`config.mk`:
```
export PLATFORM = sky130hd
export DESIGN_NAME = fetch_sequencer_flat
export DESIGN_NICKNAME = d
export VERILOG_FILES = /design/src/rtl/fetch_sequencer_if.sv /design/src/rtl/fetch_sequencer.sv /design/src/flat_wrapper.sv
export SDC_FILE = /design/constraint.sdc
export NUM_CORES = 1
export LEC_CHECK = 0
export ABC_AREA = 1
export BUFFER_PORTS_ARGS = -buffer_cell sky130_fd_sc_hd__buf_2
export CORE_UTILIZATION = 40
export CTS_BUF_LIST = sky130_fd_sc_hd__clkbuf_8
export DETAILED_ROUTE_END_ITERATION = 12
export SYNTH_ARGS = -nofsm -noshare
export SYNTH_HDL_FRONTEND = slang
export SYNTH_SLANG_ARGS = --single-unit
```
`constraint.sdc`:
```
create_clock -name clk -period 2.19 [get_ports clk]
set_clock_uncertainty 0.1 [all_clocks]
set_input_delay 0.219 -clock clk [delete_from_list [all_inputs] [get_ports clk]]
set_output_delay 0.219 -clock clk [all_outputs]
set_load 0.02 [all_outputs]
```
`src/rtl/fetch_sequencer_if.sv`:
```
// Instruction-memory request bus between the fetch sequencer (master) and imem (slave).
interface fetch_sequencer_if;
  logic        imem_req;
  logic [63:0] imem_addr;
  logic        imem_gnt;
  logic        imem_rvalid;
  logic [31:0] imem_rdata;

  modport master (
    output imem_req,
    output imem_addr,
    input  imem_gnt,
    input  imem_rvalid,
    input  imem_rdata
  );

  modport slave (
    input  imem_req,
    input  imem_addr,
    output imem_gnt,
    output imem_rvalid,
    output imem_rdata
  );
endinterface

```
`src/rtl/fetch_sequencer.sv`:
```
// IF-stage sequencer: owns the PC, one imem request in flight, valid/stall to decode.
// Optional macro FETCH_MISALIGN_TRAP_EN: misaligned redirects are rejected and flagged on misalign_err.
module fetch_sequencer #(
  parameter logic [63:0] RESET_PC = 64'h0,
  parameter int unsigned PC_INC   = 4,
  parameter int unsigned CNT_W    = 32
) (
  input  logic                 clk,
  input  logic                 reset,
  fetch_sequencer_if.master    imem,
  input  logic                 PCSrc_F,
  input  logic [63:0]          PCBranch_F,
  input  logic                 stall_D,
  output logic                 instr_valid_F,
  output logic [31:0]          instr_F,
  output logic [63:0]          pc_F,
  output logic [CNT_W-1:0]     fetch_count
`ifdef FETCH_MISALIGN_TRAP_EN
  ,
  output logic                 misalign_err
`endif
);

  typedef enum logic [1:0] {
    S_BOOT = 2'd0,
    S_REQ  = 2'd1,
    S_WAIT = 2'd2,
    S_OUT  = 2'd3
  } state_e;

  state_e             state_q, state_d;
  logic [63:0]        pc_q, pc_d;
  logic               discard_q, discard_d;
  logic [31:0]        instr_q, instr_d;
  logic [63:0]        pc_f_q, pc_f_d;
  logic               valid_q, valid_d;
  logic               req_q, req_d;
  logic [CNT_W-1:0]   cnt_q, cnt_d;

  logic               redir_c;
  logic [63:0]        target_c;

`ifdef FETCH_MISALIGN_TRAP_EN
  logic               merr_q, merr_d;
  logic               misaligned_c;

  // A misaligned target is refused outright; only the sticky flag records it.
  assign misaligned_c = PCSrc_F && (PCBranch_F[1:0] != 2'b00);
  assign redir_c      = PCSrc_F && !misaligned_c;
  assign target_c     = PCBranch_F;
  assign misalign_err = merr_q;
`else
  assign redir_c      = PCSrc_F;
  assign target_c     = PCBranch_F & ~64'h3;
`endif

  // State register
  always_ff @(posedge clk or negedge reset) begin
    if (!reset) begin
      state_q <= S_BOOT;
    end else begin
      state_q <= state_d;
    end
  end

  // Next-state logic; a redirect always abandons whatever the current fetch was doing
  always_comb begin
    state_d = state_q;
    unique case (state_q)
      S_BOOT: state_d = S_REQ;
      S_REQ:  if (imem.imem_gnt) state_d = S_WAIT;
      S_WAIT: begin
        if (imem.imem_rvalid) begin
          state_d = (redir_c || discard_q) ? S_REQ : S_OUT;
        end
      end
      S_OUT:  if (redir_c || !stall_D) state_d = S_REQ;
      default: state_d = S_BOOT;
    endcase
  end

  // Datapath and registered-output next values
  always_comb begin
    pc_d      = pc_q;
    discard_d = discard_q;
    instr_d   = instr_q;
    pc_f_d    = pc_f_q;
    cnt_d     = cnt_q;
    unique case (state_q)
      S_BOOT: ;
      S_REQ: begin
        if (redir_c) begin
          pc_d = target_c;
          // Old address was accepted this cycle; its response must be thrown away.
          if (imem.imem_gnt) discard_d = 1'b1;
        end
      end
      S_WAIT: begin
        if (redir_c) pc_d = target_c;
        if (imem.imem_rvalid) begin
          discard_d = 1'b0;
          if (!redir_c && !discard_q) begin
            instr_d = imem.imem_rdata;
            pc_f_d  = pc_q;
            pc_d    = pc_q + 64'(PC_INC);
          end
        end else if (redir_c) begin
          discard_d = 1'b1;
        end
      end
      S_OUT: begin
        if (redir_c) begin
          pc_d = target_c;
        end else if (!stall_D) begin
          cnt_d = cnt_q + CNT_W'(1);
        end
      end
      default: ;
    endcase
    req_d   = (state_d == S_REQ);
    valid_d = (state_d == S_OUT);
`ifdef FETCH_MISALIGN_TRAP_EN
    merr_d  = merr_q | (misaligned_c && (state_q != S_BOOT));
`endif
  end

  // Datapath registers
  always_ff @(posedge clk or negedge reset) begin
    if (!reset) begin
      pc_q      <= RESET_PC;
      discard_q <= 1'b0;
      instr_q   <= 32'h0;
      pc_f_q    <= 64'h0;
      valid_q   <= 1'b0;
      req_q     <= 1'b0;
      cnt_q     <= '0;
`ifdef FETCH_MISALIGN_TRAP_EN
      merr_q    <= 1'b0;
`endif
    end else begin
      pc_q      <= pc_d;
      discard_q <= discard_d;
      instr_q   <= instr_d;
      pc_f_q    <= pc_f_d;
      valid_q   <= valid_d;
      req_q     <= req_d;
      cnt_q     <= cnt_d;
`ifdef FETCH_MISALIGN_TRAP_EN
      merr_q    <= merr_d;
`endif
    end
  end

  assign imem.imem_req  = req_q;
  assign imem.imem_addr = pc_q;
  assign instr_valid_F  = valid_q;
  assign instr_F        = instr_q;
  assign pc_F           = pc_f_q;
  assign fetch_count    = cnt_q;

endmodule

```
`src/flat_wrapper.sv`:
```
// flat-port wrapper written by rule: the top's interface ports become plain ports
module fetch_sequencer_flat 
#(
  parameter logic [63:0] RESET_PC = 64'h0,
  parameter int unsigned PC_INC   = 4,
  parameter int unsigned CNT_W    = 32
)
  (clk, reset, PCSrc_F, PCBranch_F, stall_D, instr_valid_F, instr_F, pc_F, fetch_count, imem_imem_req, imem_imem_addr, imem_imem_gnt, imem_imem_rvalid, imem_imem_rdata);
  fetch_sequencer_if imem_i ();
  input  logic clk;
  input  logic reset;
  input  logic PCSrc_F;
  input  logic [63:0] PCBranch_F;
  input  logic stall_D;
  output logic instr_valid_F;
  output logic [31:0] instr_F;
  output logic [63:0] pc_F;
  output logic [CNT_W-1:0] fetch_count;
  output wire logic [$bits(imem_i.imem_req)-1:0] imem_imem_req;
  output wire logic [$bits(imem_i.imem_addr)-1:0] imem_imem_addr;
  input wire logic [$bits(imem_i.imem_gnt)-1:0] imem_imem_gnt;
  input wire logic [$bits(imem_i.imem_rvalid)-1:0] imem_imem_rvalid;
  input wire logic [$bits(imem_i.imem_rdata)-1:0] imem_imem_rdata;
  assign imem_imem_req = imem_i.imem_req;
  assign imem_imem_addr = imem_i.imem_addr;
  assign imem_i.imem_gnt = imem_imem_gnt;
  assign imem_i.imem_rvalid = imem_imem_rvalid;
  assign imem_i.imem_rdata = imem_imem_rdata;
  fetch_sequencer #(.RESET_PC(RESET_PC), .PC_INC(PC_INC), .CNT_W(CNT_W)) u_core (.clk(clk), .reset(reset), .imem(imem_i), .PCSrc_F(PCSrc_F), .PCBranch_F(PCBranch_F), .stall_D(stall_D), .instr_valid_F(instr_valid_F), .instr_F(instr_F), .pc_F(pc_F), .fetch_count(fetch_count));
endmodule
```
-- Yosys cells after proc, flatten, opt, wreduce, memory -nomap -nowiden
Index checks and enable logic that the tools add are counted.
- register bits: 197
- output and inout bits: 194
- word-level logic and storage cells: 47
- input port bits: 102
- add/sub/neg operators: 2
- multiplexer cells: 14
- bitwise logic cells: 2
- reductions and logical operators: 13
- eq/ne operators: 8
- operator list (cell ; number):
    $mux 64 ; 3
    $pmux 64 s2 ; 1
    $add 64x3->64 const B ; 1
    $add 32x1->32 const B ; 1
    $mux 2 ; 4
    $pmux 2 s4 ; 1
    $eq 2x2->1 const B ; 3
    $reduce_and 3->1 ; 2
    $eq 2x1->1 const B ; 2
    $mux 1 ; 4
    $ne 2x2->1 const B ; 2
    $reduce_and 4->1 ; 1
    $reduce_bool 2->1 ; 2
    $logic_not 1->1 ; 3
    $ne 3x3->1 const B ; 1
    $logic_not 2->1 ; 1
    $logic_or 1x1->1 ; 2
    $not 1->1 ; 2
    $pmux 1 s2 ; 1
    $reduce_or 2->1 ; 1
    $logic_and 1x1->1 ; 1

-- Longest topological paths before layout
Gate-level depths: netlist of the first run.
- word-level depth: 5
- gate-level depth with buffers: 13
- depth with buffers taken out: 13

-- Least setup slack after synthesis of the first run
No wires, ideal clock.
- path kind: reg-to-reg
- start point: register u_core.pc_q[3] (netlist: u_core.imem.imem_addr[3])
- end point: register u_core.pc_q[46] (netlist: u_core.imem.imem_addr[46])
- clock period less this slack: 1.972 ns
- arrival time: 1.795 ns
- path buffers: 0
- stages on the path, launching flop included: 12
- data required time: 2.013 ns
- slack: 0.218 ns
- setup time: 0.077 ns
- cell sequence: dfrtp_1 -> ha_1 -> nand2_1 -> nor2_2 -> nand2_1 -> nor2_2 -> nand2_1 -> nor2_2 -> nand2_1 -> nand2_1 -> nand3_1 -> a21oi_1
- word-level cells in the longest chain between the ends: 4
- RTL lines (item ; RTL line ; RTL):
    start, declared ; fetch_sequencer.sv:32 ; logic [63:0] pc_q, pc_d;
    start signal, assigned ; fetch_sequencer.sv:141 ; pc_q <= pc_d;
    $add 64x3->64 ; fetch_sequencer.sv:105 ; pc_d = pc_q + 64'(PC_INC);
    $mux 64 ; fetch_sequencer.sv:102 ; if (!redir_c && !discard_q) begin
    $mux 64 ; fetch_sequencer.sv:100 ; if (imem.imem_rvalid) begin
    $pmux 64 s2 ; fetch_sequencer.sv:89 ; unique case (state_q)
Every way passes these cells.
A chain may end at the register's enable or synchronous reset.

-- Final worst setup path of the first run
- start point: register u_core.pc_q[2] (netlist: u_core.imem.imem_addr[2])
- end point: register u_core.pc_q[42] (netlist: u_core.imem.imem_addr[42])
The elaborated chain is that of the path after synthesis.

==> results of run 1 <==
==> cell families after synthesis <==
family / count (synthesis) / share of synthesized area
AND/OR/NAND/NOR: 854 / 0.330
AO/OA/AOI/OAI: 209 / 0.111
flip-flops: 197 / 0.468
buffers and inverters: 166 / 0.0610
XOR/XNOR: 32 / 0.0266
adder cells (fa/ha/maj): 2 / 0.00238
==> registers in the layout, summed over array words and instances, names as in the netlist <==
name,flops
u_core.pc_F,64
u_core.state_q,2
u_core.imem.imem_addr,64
u_core.imem.imem_req,1
u_core.discard_q,1
u_core.instr_valid_F,1
u_core.fetch_count,32
u_core.instr_F,32
==> power groups by stage <==
stage / clock network [W] / registers (W) / logic [W]
floorplan: 0 / 0.00759 / 0.00265
finish: 0.00264 / 0.00622 / 0.00718
global route: 0.00283 / 0.00640 / 0.00787
global placement: 0 / 0.00621 / 0.00695
CTS: 0.00271 / 0.00618 / 0.00717
detailed placement: 0 / 0.00625 / 0.00702
==> area by class of cell <==
type | instances | area (sq um)
inverters | 118 | 445
repair buffers | 421 | 2730
multi-input cells | 1097 | 4990
flip-flops and latches | 197 | 4940
well taps | 335 | 419
clock inverters | 15 | 223
fillers | 2551 | 11900
clock buffers | 17 | 234
==> worst reg2reg max path: cells and delay by family (launching register included) <==
kind                       cells  cell delay, ns
AOI/OAI and AO/OA              2            0.19
adders and majority gates      1            0.23
DFF                            1            0.42
and+or+nand+nor                7            0.99
==> layout by cell type (no fill, tap or decap), drive strengths merged, types with 4 or more instances in the layout <==
cell,instances
buf,344
xor2,20
nor3,16
o21ai,133
xnor2,12
clkbuf,18
a221oi,4
dfrtp,197
a22oi,5
inv,123
nand4,25
nand3b,4
dlygate4sd3,76
o221ai,7
clkinv,9
o211ai,10
nand3,59
nor2,181
nand2,558
a21oi,32
or2,5
==> what timing repair did <==
action,CTS,global route
endpoints found under the setup margin,0,16
hold buffers,76,0
gates resized for setup,0,14
endpoints found under the hold margin,275,0
==> metrics by stage <==
stage / std cells / setup WS [ns] / hold slack (ns) / util
finish: 2200 / 0.134 / 0.0232 / 0.539
detailed placement: 2092 / 0.0834 / 0.0131 / 0.491
global route: 2200 / 0.00534 / 0.0332 / 0.539
global placement: 2092 / 0.108 / 0.0109 / 0.491
floorplan: 1460 / 0.218 / -0.177 / -
CTS: 2200 / 0.0445 / 0.00666 / 0.538
==> metal layers <==
layer / vias to the layer above / wire length (um) / GRT usage
met5: - / 0 / 0
met4: 0 / 745 / 0.0779
met3: 47 / 2420 / 0.0437
met2: 380 / 16600 / 0.421
met1: 5226 / 16900 / 0.387
li1: 5466 / - / -
==> path summary, 6_finish.rpt <==
kind | endpoint | slack [ns] | startpoint | cells past startpoint
hold reg to reg | u_core.instr_F[15] | 0.38 | u_core.instr_F[15] | 2
max in group asynchronous | u_core.imem.imem_addr[50] | 1.21 | reset | 3
min in group asynchronous | u_core.instr_F[30] | 0.04 | reset | 2
setup reg to reg | u_core.imem.imem_addr[42] | 0.13 | u_core.imem.imem_addr[2] | 10
hold / removal | u_core.state_q[0] | 0.02 | imem_imem_gnt | 4
setup / recovery | u_core.imem.imem_addr[42] | 0.13 | u_core.imem.imem_addr[2] | 10
==> metrics.txt, run 1 <==
run status=complete, no violations; worst skew pair latency=a little over 0.5 ns; synthesized cell area=0.0105 sq mm; Area Overhead vs Synth=32.7%; initial antenna violation count=0; Mapped Cells=~1.5k; fraction of registers with async set/reset=1.00; core box area=0.0259 sq mm; top cells by area, synth=dfrtp_1 47%, nand2_1 20%, o21ai_0 6.3%; worst-path cell chain=ha_1, nand2_1, nor2_4, nand2_1, nor2_4, nand2_2, nor2_2, o21ai_0, nand2_1, o211ai_1; cell with the most instances after synthesis=nand2_1; Pwr Total=0.0160 W; clock network power share=0.164; Slew Limit Fails=0; Post-synth EDFFs=0; # diodes=0; combinational group share of total power=0.448; fin crit share=0.939; setup TNS=0 ns; CTS buffer count=17; Starting Density=0.406; 1st-iter DRT viols=~990; Cell Pwr Density=1150 mW/mm^2; peak supply drop=a little over 0.6 mV; leakage power=between 7 and 8 nW; yosys warns=0; post-route cell area=approximately 0.014 sq mm; clock root buffer=clkbuf_8; Synth Register Bits=197; WL/cell=roughly 17 um; via count=11.1k; crit-path leading delay family=simple AND/OR/NAND/NOR gates; P_sw=0.00770 W; Worst setup SP type=register; sequential fraction of the synthesis area=0.468; Critical Path AT=between 2 and 2.5 ns; GR Util All Layers=0.271; Tightest Hold Check Type=in2reg; layout cells sized above 1=0.220; Syn Nets=approximately 1.6k; Crit-path slowest cell=dfrtp_1; Cell variety after synth=45; DP Area=between 0.01 and 0.015 sq mm; Sequential Power Share=0.388; vias in the first global route=about 10k; Post-Route WL=about 37 mm; Sink Count=between 150 and 200; top-area cell type share of the netlist area=0.468; crit-path most repeated cell=nand2_1; worst rel slew slack=0.696; WP buf/inv=0; top post-synthesis cells by count=557 x nand2_1, 197 x dfrtp_1, 172 x nor2_1, 133 x o21ai_0, 114 x inv_1; Clock Pin Slew Worst Setup and Hold Paths=0.12 ns; IO Count=about 300; CP peak stage delay=approximately 0.42 ns; Setup Buffers After CTS=0; Syn Area/Cell=7.21 sq um; critical-path maximum fanout=5; nets=between 1.5k and 2k; Final Hold Vio Count=0; DRC=0; CTS tree=built; Pint=approximately 0.0083 W; first drt pass iteration count=6; FP Rows=between 50 and 60; Final Setup Violations=0; prevailing post-synth register cell=dfrtp_1; CTS max path bufs=2; cell taking the most area after synthesis=dfrtp_1; Placer Congestion=between 0.9 and 1; pin count of the biggest net entering global routing=81; MaxCap Viol Count=0; Post-DRT Antenna Nets=0; CP Capture Type=register; Setup Crit Path Kind=reg2reg; total grt overflow=0; Max Freq=between 0.4 and 0.5 GHz; PortBufs=~300; Worst-Margin Slew=~0.45 ns; fin crit period=a little over 2 ns; chip width=roughly 160 um; Critical Path RT=~2.5 ns; DIE AREA=0.0270 sq mm; Sw Share=0.480; vias per cell=just over 5; Die Y-Extent=about 160 um; first-pass GRT wire length=about 56 mm; RSZ-0062 raised after global routing=no; dpl hpwl=27.2 mm; H-Tree Level Count=4
Power figures use the tool's default switching activity.
==> run 2, diff against run 1 <==
--- a/config.mk
+++ b/config.mk
@@ -7,6 +7,7 @@
 export LEC_CHECK = 0
 export ABC_AREA = 1
 export BUFFER_PORTS_ARGS = -buffer_cell sky130_fd_sc_hd__buf_2
+export CORE_MARGIN = 5
 export CORE_UTILIZATION = 40
 export CTS_BUF_LIST = sky130_fd_sc_hd__clkbuf_8
 export DETAILED_ROUTE_END_ITERATION = 12
==> constraint.sdc (replaced) <==
create_clock -name clk -period 2.19 [get_ports clk]
set_clock_uncertainty 0.1 [all_clocks]
set_input_delay 0 -clock clk [delete_from_list [all_inputs] [get_ports clk]]
set_output_delay 0 -clock clk [all_outputs]
set_load 0.02 [all_outputs]
==> metrics.txt, run 2 (synthesized netlist as in run 1, its figures left out) <==
run status=complete, no violations; Crit Reg-Reg Endpoint=u_core.imem.imem_addr[60]; peak supply drop=about 0.64 mV; setup TNS=0 ns; IO Count=just under 300; critical-path maximum fanout=5; # diodes=0; CTS max path bufs=2; CP Capture Type=register; wire length on met3=roughly 2.9 mm; Sink Count=roughly 200; Placer Congestion=0.940; layout cells sized above 1=0.218; RSZ-0062 raised after global routing=yes; H-Tree Level Count=4; placed cells=approximately 2.1k; GR Util All Layers=0.253; 1st-iter DRT viols=between 900 and 1k; Slew Limit Fails=0; Cell Pwr Density=1120 mW/mm^2; Finished Layout Cells=~2.2k; fin crit period=~2.1 ns; pin count of the biggest net entering global routing=72; core box area=~0.026 sq mm; Worst R2R Path Depth=9; first-pass GRT wire length=a little under 60 mm; met2 WL post-DR=17.4 mm; DP Area=0.0127 sq mm; initial antenna violation count=1; first drt pass iteration count=5; most frequent cells in the layout=555 x nand2_1, 292 x buf_2, 194 x dfrtp_1; Die Y-Extent=172 um; Clock Pin Slew Worst Setup and Hold Paths=roughly 0.12 ns; leading cell type in the layout, fill and taps excluded=nand2_1; Setup Crit Path Kind=reg2reg; DRC=0; Max Freq=0.478 GHz; final core occ=0.544; CTS tree=built; worst rel slew slack=0.371; setup ws final=just under 0.1 ns; Post-DRT Antenna Nets=0; leakage power=~7 nW; DIE AREA=just under 0.03 sq mm; top layer reached by signal wires=met4; PortBufs=293; CTS buffer count=17; via count=11.2k; vias in the first global route=about 11k; Critical Path RT=between 2 and 2.5 ns; Tightest Hold Check Type=in2async; fin crit share=0.956; Starting Density=0.405; FP Rows=slightly below 60; Final Hold Vio Count=0; met1 WL=~17 mm; Area Overhead vs Synth=34.3%; nets=a little under 2k; MaxCap Viol Count=0; total grt overflow=0; Post-Route WL=roughly 38 mm; pre-CTS WS=0.0485 ns; Final Setup Violations=0; post-route cell area=~0.014 sq mm; clock root buffer=clkbuf_8; Worst-Margin Slew=between 0.9 and 1 ns; Critical Path AT=between 2 and 2.5 ns; dpl hpwl=28.5 mm; FF-to-FF Start=u_core.imem.imem_addr[22]; worst skew pair latency=around 0.49 ns; chip width=approximately 170 um; vias per cell=5.03; register-to-register setup slack=between 0.09 and 0.1 ns; WL/cell=17.1 um; Worst setup SP type=register
## run 2: changes by cell type in the layout (fill, tap and decap cells not counted), sizes merged
cell / before / now
bufinv: 1 / 0
dlygate4sd3: 76 / 102
buf: 344 / 342
inv: 123 / 124
## run 2: worst max-delay path, stage by stage, from the launching register on
cell	delay, ns
dfrtp_1	0.46
nand2_1	0.10
nor2_1	0.28
nand2_1	0.19
nor3_1	0.47
nand3_1	0.14
nand3_1	0.11
nand2_1	0.05
nand2_1	0.05
nand2_1	0.04
## run 2: report_power, final
part	total, W	internal [W]	switching, W	leakage, nW
clock	0.00245	0.000878	0.00157	0.208
sequential	0.00621	0.00493	0.00127	2.52
combinational	0.00720	0.00238	0.00481	4.45
## run 2: layout make-up
type / instances / area (sq um)
Inverter: 118 / 445
Fill cell: 2586 / 11800
Timing Repair Buffer: 445 / 2930
Clock inverter: 15 / 176
Clock buffer: 17 / 234
Sequential cell: 197 / 4930
Multi-Input combinational cell: 1097 / 4990
Tap cell: 335 / 419
## run 2: routing by layer
layer / track usage / vias to the layer above
li1: - / 5518
met1: 0.360 / 5193
met2: 0.403 / 429
met3: 0.0380 / 57
met4: 0.0738 / 0
met5: 0 / -
## run 2: worst max-delay path by stage
| stage | from | endpoint | slack (ns) |
|---|---|---|---|
| 2_1_floorplan | u_core.imem.imem_addr[3] | u_core.imem.imem_addr[46] | 0.22 |
| 3_3_place_gp | u_core.imem.imem_addr[3] | u_core.imem.imem_addr[46] | 0.13 |
| 3_5_place_dp | u_core.imem.imem_addr[9] | u_core.imem.imem_addr[44] | 0.05 |
| 4_1_cts | u_core.imem.imem_addr[9] | u_core.imem.imem_addr[44] | 0.003 |
| 5_1_grt | u_core.imem.imem_addr[3] | u_core.imem.imem_addr[46] | -0.01 |
| 6_report | u_core.imem.imem_addr[22] | u_core.imem.imem_addr[60] | 0.1 |
## run 2: what timing repair did
item | in CTS | in global routing
hold endpoints to repair | 317 | 0
endpoints found under the setup margin | 0 | 24
setup buffers | 0 | 1
resized for setup | 0 | 15
hold buffers | 102 | 0
## run 2: stage by stage
step,hold slack [ns],total power [W]
3_5_place_dp,-0.199,0.0133
2_1_floorplan,-0.396,0.0102
5_1_grt,0.0309,0.0170
3_3_place_gp,-0.199,0.0132
4_1_cts,0.00906,0.0159
6_report,0.00883,0.0158
==> run 3, diff against run 2 <==
--- a/config.mk
+++ b/config.mk
@@ -11,6 +11,7 @@
 export CORE_UTILIZATION = 40
 export CTS_BUF_LIST = sky130_fd_sc_hd__clkbuf_8
 export DETAILED_ROUTE_END_ITERATION = 12
+export PLACE_DENSITY = 0.66
 export SYNTH_ARGS = -nofsm -noshare
 export SYNTH_HDL_FRONTEND = slang
 export SYNTH_SLANG_ARGS = --single-unit
==> constraint.sdc (replaced) <==
create_clock -name clk -period 1.72 [get_ports clk]
set_clock_uncertainty 0.1 [all_clocks]
set_input_delay 0 -clock clk [delete_from_list [all_inputs] [get_ports clk]]
set_output_delay 0 -clock clk [all_outputs]
set_load 0.02 [all_outputs]
==> metrics.txt, run 3 (synthesized netlist as in run 1, its figures left out) <==
run status=finished with violations; failing checks=negative setup slack; GR Util All Layers=0.282; placed cells=roughly 2.2k; Final Hold Vio Count=0; CTS tree=built; first drt pass iteration count=5; Max Freq=between 0.5 and 0.6 GHz; WL/cell=between 15 and 20 um; RSZ-0062 raised after global routing=yes; DIE AREA=0.0297 sq mm; initial antenna violation count=0; chip width=roughly 170 um; FP Rows=59; Post-DRT Antenna Nets=0; vias in the first global route=12.0k; Cell Pwr Density=1370 mW/mm^2; layout cells sized above 1=0.409; final core occ=0.662; # diodes=0; H-Tree Level Count=4; Worst-Margin Slew=slightly below 0.5 ns; Die Y-Extent=between 150 and 200 um; Starting Density=0.405; peak supply drop=~1.1 mV; worst rel slew slack=0.670; CP Capture Type=register; Hold Slack=about 0.14 ns; IO Count=a little under 300; Clock Pin Slew Worst Setup and Hold Paths=approximately 0.12 ns; Area Overhead vs Synth=63.3%; Critical Path AT=2.17 ns; Tightest Hold Check Type=in2reg; Setup Crit Path Kind=reg2reg; first-pass GRT wire length=about 66 mm; Slew Limit Fails=0; clock root buffer=clkbuf_8; pre-CTS WS=-0.244 ns; Post-Route WL=approximately 44 mm; CTS buffer count=17; dpl hpwl=around 30 mm; most frequent cells in the layout=473 x nand2_1, 292 x buf_2, 200 x buf_4; nets=2185; total grt overflow=0; core box area=between 0.02 and 0.03 sq mm; CTS max path bufs=2; Sink Count=around 200; 1st-iter DRT viols=about 1.0k; leakage power=~8.7 nW; vias per cell=5.17; Finished Layout Cells=around 2.4k; setup TNS=-2.05 ns; pin count of the biggest net entering global routing=approximately 50; worst skew pair latency=roughly 0.50 ns; Critical Path RT=~2.0 ns; critical-path maximum fanout=3; setup ws final=-0.140 ns; MaxCap Viol Count=0; Placer Congestion=just under 1; Final Setup Violations=44; Worst setup SP type=register; DRC=0; fin crit share=1.08; fin crit period=between 1.5 and 2 ns; via count=~13k; leading cell type in the layout, fill and taps excluded=nand2_1; PortBufs=a little under 300
run 3: cell count changes in the layout (fill, tap and decap cells not counted), sizes merged:
cell	before	now
bufinv	0	1
inv	124	122
clkbuf	18	23
dlygate4sd3	102	100
clkinvlp	0	2
clkinv	9	8
buf	342	544
run 3: what timing repair did:
item	in CTS	in global routing
endpoints found under the hold margin	313	0
hold buffers	100	0
gates resized for setup	135	264
setup buffers	16	35
setup endpoints to repair	61	168
gates cloned	4	6
pin swaps	36	77
run 3: final cells by class:
type                            instances  area (sq um)
Fill cell                            2179          8790
Tap cell                              335           419
Sequential cell                       197          4950
Clock inverter                         14           188
Timing Repair Buffer                  649          4860
Timing Repair inverter                  1          7.51
Inverter                              118           473
Multi-Input combinational cell       1097          6050
Clock buffer                           18           248
run 3: layer usage:
metal	GRT usage	wire length, um	share of wire	up-vias
met4	0.0684	1280	0.029	0
met3	0.0462	3600	0.081	86
met5	0	0	0	-
met1	0.395	18600	0.42	5963
li1	-	-	-	5945
met2	0.461	20900	0.47	555
run 3: stage by stage:
step,instance area [sq um],power [W]
2_1_floorplan,10600,0.0131
3_3_place_gp,13900,0.0182
3_5_place_dp,13900,0.0184
4_1_cts,16000,0.0224
5_1_grt,17200,0.0250
6_report,17200,0.0236
run 3: worst max-delay path, cell delays in order (launching register included):
cell      delay (ns)
dfrtp_1         0.46
nand2_2         0.13
nor2_4          0.16
nand2_4         0.09
buf_6           0.12
nand3b_1        0.25
nand3b_1        0.27
o211ai_1        0.20
run 3: report_power, final:
group          internal (W)  switching, W
sequential          0.00632       0.00140
combinational       0.00482       0.00780
clock               0.00128       0.00201
run 3: worst paths after layout:
path,to,slack [ns],from,cells after the start
max,u_core.imem.imem_addr[42],-0.14,u_core.imem.imem_addr[14],7
min,u_core.instr_F[29],0.14,imem_imem_rdata[29],4
max reg2reg,u_core.imem.imem_addr[42],-0.14,u_core.imem.imem_addr[14],7
min reg2reg,u_core.instr_F[31],0.38,u_core.instr_F[31],2
max in group asynchronous,u_core.imem.imem_addr[6],0.40,reset,4
min in group asynchronous,u_core.pc_F[60],0.45,reset,3
